<file path="config.mk">
export PLATFORM = sky130hd
export DESIGN_NAME = la_uart_tx
export DESIGN_NICKNAME = d
export VERILOG_FILES = /design/src/rtl/la_uart_tx.sv
export SDC_FILE = /design/constraint.sdc
export NUM_CORES = 1
export LEC_CHECK = 0
export ABC_AREA = 0
export ABC_CLOCK_PERIOD_IN_PS = 2700
export CORE_ASPECT_RATIO = 0.9
export CORE_MARGIN = 3
export CORE_UTILIZATION = 60
export CTS_BUF_LIST = sky130_fd_sc_hd__clkbuf_2
export DETAILED_ROUTE_END_ITERATION = 8
export PLACE_DENSITY = 0.79
export SYNTH_ARGS = -nofsm -noshare
export SYNTH_HDL_FRONTEND = slang
export SYNTH_SLANG_ARGS = --single-unit
</file>
<file path="constraint.sdc">
create_clock -name clk -period 2.7 [get_ports clk]
set_input_delay 0.54 -clock clk [delete_from_list [all_inputs] [get_ports clk]]
set_output_delay 0.54 -clock clk [all_outputs]
set_load 0.05 [all_outputs]
</file>
<file path="src/rtl/la_uart_tx.sv">
// UART transmitter for the analyzer host link: a small circular byte FIFO
// feeding an 8N1 (optionally 8E1) serializer, LSB first, with a registered line output.
module la_uart_tx #(
  parameter int CLK_DIV    = 16,
  parameter int FIFO_DEPTH = 4,
  parameter int PARITY_EN  = 0
) (
  input  logic                          clk,
  input  logic                          rst,
  input  logic [7:0]                    in_data,
  input  logic                          in_valid,
  output logic                          in_ready,
  output logic                          tx,
  output logic                          busy,
  output logic                          overflow,
  output logic [$clog2(FIFO_DEPTH):0]   level
);

  localparam int PW = $clog2(FIFO_DEPTH);
  localparam int TW = $clog2(CLK_DIV);
  localparam logic [TW-1:0] TLOAD = TW'(CLK_DIV - 1);
  localparam logic [PW:0]   FULL  = (PW + 1)'(FIFO_DEPTH);

  typedef enum logic [2:0] {
    S_IDLE,
    S_START,
    S_DATA,
    S_PARITY,
    S_STOP
  } state_t;

  logic [7:0]    r_mem [0:FIFO_DEPTH-1];
  logic [PW-1:0] r_wr_ptr;
  logic [PW-1:0] r_rd_ptr;
  logic [PW:0]   r_count;
  logic          r_overflow;

  state_t        r_state;
  logic [TW-1:0] r_timer;
  logic [2:0]    r_idx;
  logic [7:0]    r_shift;
  logic          r_par;
  logic          r_tx;

  logic w_ready;
  logic w_nonempty;
  logic w_push;
  logic w_bit_done;
  logic w_pop;

  assign w_ready    = (r_count != FULL);
  assign w_nonempty = (r_count != '0);
  assign w_push     = in_valid && w_ready;
  assign w_bit_done = (r_timer == '0);
  // The head is taken either from idle or on the last stop cycle, so frames chain with no gap.
  assign w_pop      = w_nonempty &&
                      ((r_state == S_IDLE) || ((r_state == S_STOP) && w_bit_done));

  always_ff @(posedge clk) begin
    if (w_push) begin
      r_mem[r_wr_ptr] <= in_data;
    end
  end

  always_ff @(posedge clk) begin
    if (rst) begin
      r_wr_ptr   <= '0;
      r_rd_ptr   <= '0;
      r_count    <= '0;
      r_overflow <= 1'b0;
    end else begin
      if (w_push) begin
        r_wr_ptr <= r_wr_ptr + PW'(1);
      end
      if (w_pop) begin
        r_rd_ptr <= r_rd_ptr + PW'(1);
      end
      case ({w_push, w_pop})
        2'b10:   r_count <= r_count + (PW + 1)'(1);
        2'b01:   r_count <= r_count - (PW + 1)'(1);
        default: r_count <= r_count;
      endcase
      if (in_valid && !w_ready) begin
        r_overflow <= 1'b1;
      end
    end
  end

  // r_tx is loaded with the level of the state being entered, keeping the line glitch-free.
  always_ff @(posedge clk) begin
    if (rst) begin
      r_state <= S_IDLE;
      r_timer <= TLOAD;
      r_idx   <= '0;
      r_shift <= '0;
      r_par   <= 1'b0;
      r_tx    <= 1'b1;
    end else begin
      case (r_state)
        S_IDLE: begin
          r_tx    <= 1'b1;
          r_timer <= TLOAD;
          if (w_pop) begin
            r_shift <= r_mem[r_rd_ptr];
            r_par   <= ^r_mem[r_rd_ptr];
            r_state <= S_START;
            r_tx    <= 1'b0;
          end
        end
        S_START: begin
          if (w_bit_done) begin
            r_state <= S_DATA;
            r_idx   <= '0;
            r_timer <= TLOAD;
            r_tx    <= r_shift[0];
          end else begin
            r_timer <= r_timer - TW'(1);
          end
        end
        S_DATA: begin
          if (w_bit_done) begin
            r_timer <= TLOAD;
            r_shift <= r_shift >> 1;
            if (r_idx == 3'd7) begin
              if (PARITY_EN != 0) begin
                r_state <= S_PARITY;
                r_tx    <= r_par;
              end else begin
                r_state <= S_STOP;
                r_tx    <= 1'b1;
              end
            end else begin
              r_idx <= r_idx + 3'd1;
              r_tx  <= r_shift[1];
            end
          end else begin
            r_timer <= r_timer - TW'(1);
          end
        end
        S_PARITY: begin
          if (w_bit_done) begin
            r_state <= S_STOP;
            r_timer <= TLOAD;
            r_tx    <= 1'b1;
          end else begin
            r_timer <= r_timer - TW'(1);
          end
        end
        S_STOP: begin
          if (w_bit_done) begin
            r_timer <= TLOAD;
            if (w_pop) begin
              r_shift <= r_mem[r_rd_ptr];
              r_par   <= ^r_mem[r_rd_ptr];
              r_state <= S_START;
              r_tx    <= 1'b0;
            end else begin
              r_state <= S_IDLE;
              r_tx    <= 1'b1;
            end
          end else begin
            r_timer <= r_timer - TW'(1);
          end
        end
        default: begin
          r_state <= S_IDLE;
          r_timer <= TLOAD;
          r_tx    <= 1'b1;
        end
      endcase
    end
  end

  assign in_ready = w_ready;
  assign tx       = r_tx;
  assign busy     = (r_state != S_IDLE) || w_nonempty;
  assign overflow = r_overflow;
  assign level    = r_count;

endmodule

</file>
After elaboration in Yosys (flattened, before gate mapping)
Memories as Yosys holds them, arrays and structs flattened. A register that Yosys moved wholly into a read port is not among the register bits. Cells that the tools add are included.

Output and inout port bits: 7. Input bits: 11. Memories: 1. Bits in writable memories: 32. Bits in registers: 27.

Memory list: r_mem (words 4, bits a word 8, rd ports 1, clocked after memory_dff 1, write ports 1, line 32) `logic [7:0] r_mem [0:FIFO_DEPTH-1];`.

Bitwise operators: 1. Mux-type cells: 28. $add $sub $neg: 6. Eq/ne operators: 15. Reductions and logical operators: 20.

Operator list (number): 3-bit two-way mux (9); 8-bit two-way mux (3); 8-bit case mux with 3 select lines (1); 3-bit case mux with 5 select lines (1); 2-bit inequality test (second input constant) (7); 3-bit case mux with 2 select lines (2); 1-bit two-way mux (9); 3-bit nonzero test (3); 4-bit AND reduction (2); 3-bit by 1-bit adder with 3-bit output (second input constant) (2); 3-bit by 2-bit == test with 1-bit output (second input constant) (2); 3-bit == test (second input constant) (2); 6-bit AND reduction (1); 1-bit case mux with 5 select lines (1); 2-bit by 1-bit adder with 2-bit output (second input constant) (2); 1-bit logical AND (4); 4-bit zero test (1); 2-bit two-way mux (2); 2-bit nonzero test (2); 4-bit OR reduction (1); 4-bit by 1-bit subtractor with 4-bit output (second input constant) (1); 3-bit by 1-bit == test with 1-bit output (second input constant) (1); 3-bit zero test (1); 3-bit inequality test (second input constant) (1); 8 further kinds (9).

Longest topological paths before layout
Depth after elaboration: 7. Mapped depth: 12. Mapped depth without buffers: 11.

Worst setup path after synthesis
No wires, ideal clock.

Kind: reg2reg. Start: reg r_count[2], in the netlist level[2]. End: reg r_count[2], in the netlist level[2]. Required time: 2.630 ns. Arrival time: 2.844 ns. Slack: -0.215 ns. Cell stages (with the launch flop): 10. Setup time: 0.070 ns. Path through: dfxtp_1 -> or3b_1 -> and2_1 -> inv_1 -> ha_1 -> inv_1 -> fa_1 -> xor2_1 -> or3_1 -> a21oi_1.

Word-level cells in the longest chain between the ends: 4. Elaborated cells between the ends (all ways): 10.

RTL lines: start, declared (line 35) `logic [PW:0] r_count;`; start signal, assigned (line 79) `2'b10: r_count <= r_count + (PW + 1)'(1);`; start signal, assigned (line 80) `2'b01: r_count <= r_count - (PW + 1)'(1);`; start signal, assigned (line 81) `default: r_count <= r_count;`; 3-bit inequality test (*) (line 51) `assign w_ready = (r_count != FULL);`; named net in_ready (line 12) `output logic in_ready,`; 1-bit logical AND (*) (line 53) `assign w_push = in_valid && w_ready;`; 2-bit by 1-bit == test with 1-bit output / 2-bit == test (equally long branches) (line 78) `case ({w_push, w_pop})`; 3-bit case mux with 2 select lines / 2-bit nonzero test (equally long branches).

Mark *: on every way through the listed nets, which the timed path passes. The rest lies on a longest branch. A chain may end at the register's enable or synchronous reset.

Final worst setup path
Start: reg r_count[2], in the netlist level[2]. End: out in_ready.

Word-level cells in the longest chain between the ends: 1.

RTL lines (line): 3-bit inequality test (51); end, declared (12).

Every way passes these cells.

==> summary.md <==
| Metric | Value |
|---|---|
| CP startpoint | level[2] |
| Hold_sp | r_timer[0] |
| Post-DP HPWL | 3.34 mm |
| Cell variety after synth | 46 |
| Clock slew at reported path FFs | 0.16 ns |
| Final Skew | 0.0214 ns |
| Inserted Diodes | 0 |
| Clk Latency, worst-skew pair | between 0.4 and 0.5 ns |
| Die width | 76.9 um |
| Num ports | 18 |
| VDD IR max | 0.506 mV |
| Gr ovfl total | 0 |
| Synth warn | 0 |
| Syn_area_per_cell | 12.7 um2 |
| Max Cap Violations | 0 |
| Initial Util | between 60% and 70% |
| Die H | 69.8 um |
| CTS buffer count | 9 |
| DIE AREA | 5370 um2 |
| Layout fillers | 303 |
| Status | finished, final reports clean |
| Post-Route WL | a little under 5 mm |
| Pwr dens | 913 nW/um2 |
| Worst slew pin tran | 0.676 ns |
| Setup Fix Bufs, Post-CTS | 0 |
| Reg area | 1540 um2 |
| Residual DRC | 0 |
| # clock sinks | 61 |
| CP Launch Type | flip-flop |
| Vias | 1708 |
| FP Rows | 22 |
| Seq/Total Area, Yosys | 56.7% |
| Tot Pwr | 2.75 mW |
| Worst endpoint data arrival time | 2.04 ns |
| Routed len/inst | 16.6 um |
| DRT iter0 DRCs | around 110 |
| Total GRT Usage | approximately a fifth |
| CTS H-tree lvls | 3 |
| Crit path max fanout | 7 |
| # nets final | 252 |
| Post-route insts no fill | roughly 300 |
| Share of layout cells above drive strength 1 | 16.9% |
| WL met3 | 269 um |
| DR WL met2 | 2.48 mm |
| Element type at the critical path end | output port |
| # port buffers | 17 |
| Via/cell ratio | around 5.8 |
| Routed Antenna Nets | 0 |
| Worst Slack Setup Final | about 0.12 ns |
| Largest net degree at the start of global routing | 20 |
| Static leakage | 1.13 nW |
| Placed insts | approximately 280 |
| Post-Syn Nets | between 200 and 250 |
| Final core utilization | 71.4% |
| TritonRoute pass-1 iters | 5 |
| Yosys top cell by area | edfxtp_1 |
| HP Class | reg2reg |
| Worst EP required | between 2 and 2.5 ns |
| Setup TNS | 0 ns |
| Multi-input combinational cell area | just over 1000 um2 |
| Critical path class | reg2out |
| Commonest non-fill, non-tap cell in the layout | edfxtp_1 |
| Synthesized cell area | 2720 um2 |
| Vias in the first global route | 1761 |
| Clk buf depth | 2 |
| Cell count after synthesis | around 210 |
| Final period util | 95.7% |
| Area delta synth->final | 10.7% |
| #FFs+latches synth | 61 |
| First-pass GRT wire length | around 8.2 mm |
| Most frequent cells in the layout | edfxtp_1, dfxtp_1, inv_1, clkdlybuf4s50_1, a21oi_1 |
| Top-area cell type share of the netlist area | a little over a third |
| Final Hold Vio Count | 0 |
| Core area | 4210 um2 |
| CTS root buf | clkbuf_2 |
| Reg-to-reg startpoint | r_timer[0] |
| Ranking of synthesized cells by area | edfxtp_1, dfxtp_1, mux4_2 |
| Uppermost layer routed | met4 |
| Min Tclk post-route | between 2 and 3 ns |
| RSZ-0062 raised after global routing | false |
| Final setup fails | 0 |
| Initial antenna violation count | 0 |
| Relative slew margins | 54.5% |
| Met1 WL | 2.10 mm |
| Pre-CTS WS | 0.0506 ns |
| CTS tree | yes |
| Placer congestion estimate | approximately 0.87 |
| Slew Viols, Final | 0 |
| Peak Freq | 387 MHz |
cell type report:
cell class              count  share of cell area, %
flip-flops and latches     61                   51.3
multi-input cells         121                   34.0
repair buffers             19                   6.24
inverters                  20                   2.50
well taps                  60                   2.50
clock inverters             6                   1.79
clock buffers              10                   1.66
cell families after synthesis:
family	after synthesis	share of synthesized area, %
mux	18	11.5
simple gates	50	10.0
flops	61	56.7
compound gates	39	9.86
fa+ha+maj	9	4.42
buf+inv	32	5.90
xor+xnor	5	1.61
sequential cells by signal (all words and copies together), names as in the netlist, named ones only:
name,cells
r_mem,32
r_shift,8
r_timer,4
level,3
r_idx,3
r_state,3
r_rd_ptr,2
r_wr_ptr,2
overflow,1
tx,1
cell usage after synthesis, drive strengths merged:
cell    count
mux2        7
xor2        3
a21oi      16
or3         3
nor3b       2
nor4        1
a211oi      1
mux2i       3
dfxtp      29
o41a        1
nor4b       1
ha          8
a311oi      7
a41oi       1
xnor2       2
o211ai      1
nand2      13
a22oi       2
or4         1
nor2b       2
mux4        8
and2        1
o32a        1
o21a        2
nor2       13
o21ai       4
edfxtp     32
clkbuf      4
nor3        4
nand2b      1
nand3       1
fa          1
a21boi      2
inv        20
a21o        1
buf         8
or3b        3
and3        4
worst paths after layout:
check,to,slack [ns],depth (start not counted)
max,in_ready,0.12,2
min,r_timer[0],0.45,1
max reg2reg,level[2],0.20,11
min reg2reg,r_timer[0],0.45,1
timing repair:
item                       CTS  global route
hold buffers                 0             0
setup endpoints to repair    0             2
resized for setup            0             2
metal layers:
metal  track usage [%]  vias to the layer above
met5                 0                        -
met4              10.1                        0
met3              6.62                       11
met2              32.6                       40
met1              24.1                      839
li1                  -                      818
through the flow:
| stage | hold slack, ns | area (um2) |
|---|---|---|
| finish | 0.448 | 3010 |
| global route | 0.464 | 3010 |
| CTS | 0.451 | 3000 |
| detailed placement | 0.402 | 2900 |
| global placement | 0.379 | 2900 |
| floorplan | 0.371 | 2720 |
power breakdown:
| group | total, mW | switching, mW | internal [mW] | leakage [nW] |
|---|---|---|---|---|
| logic | 0.946 | 0.522 | 0.424 | 0.522 |
| clock network | 0.530 | 0.321 | 0.209 | 0.0729 |
| registers | 1.27 | 0.134 | 1.14 | 0.532 |
| total | 2.75 | 0.978 | 1.77 | 1.13 |
critical path, cell delays in order (launching register included):
cell and delay, ns:
dfxtp_2 0.42, or3b_4 0.42, clkdlybuf4s50_1 0.72
Power figures use the tool's default switching activity.
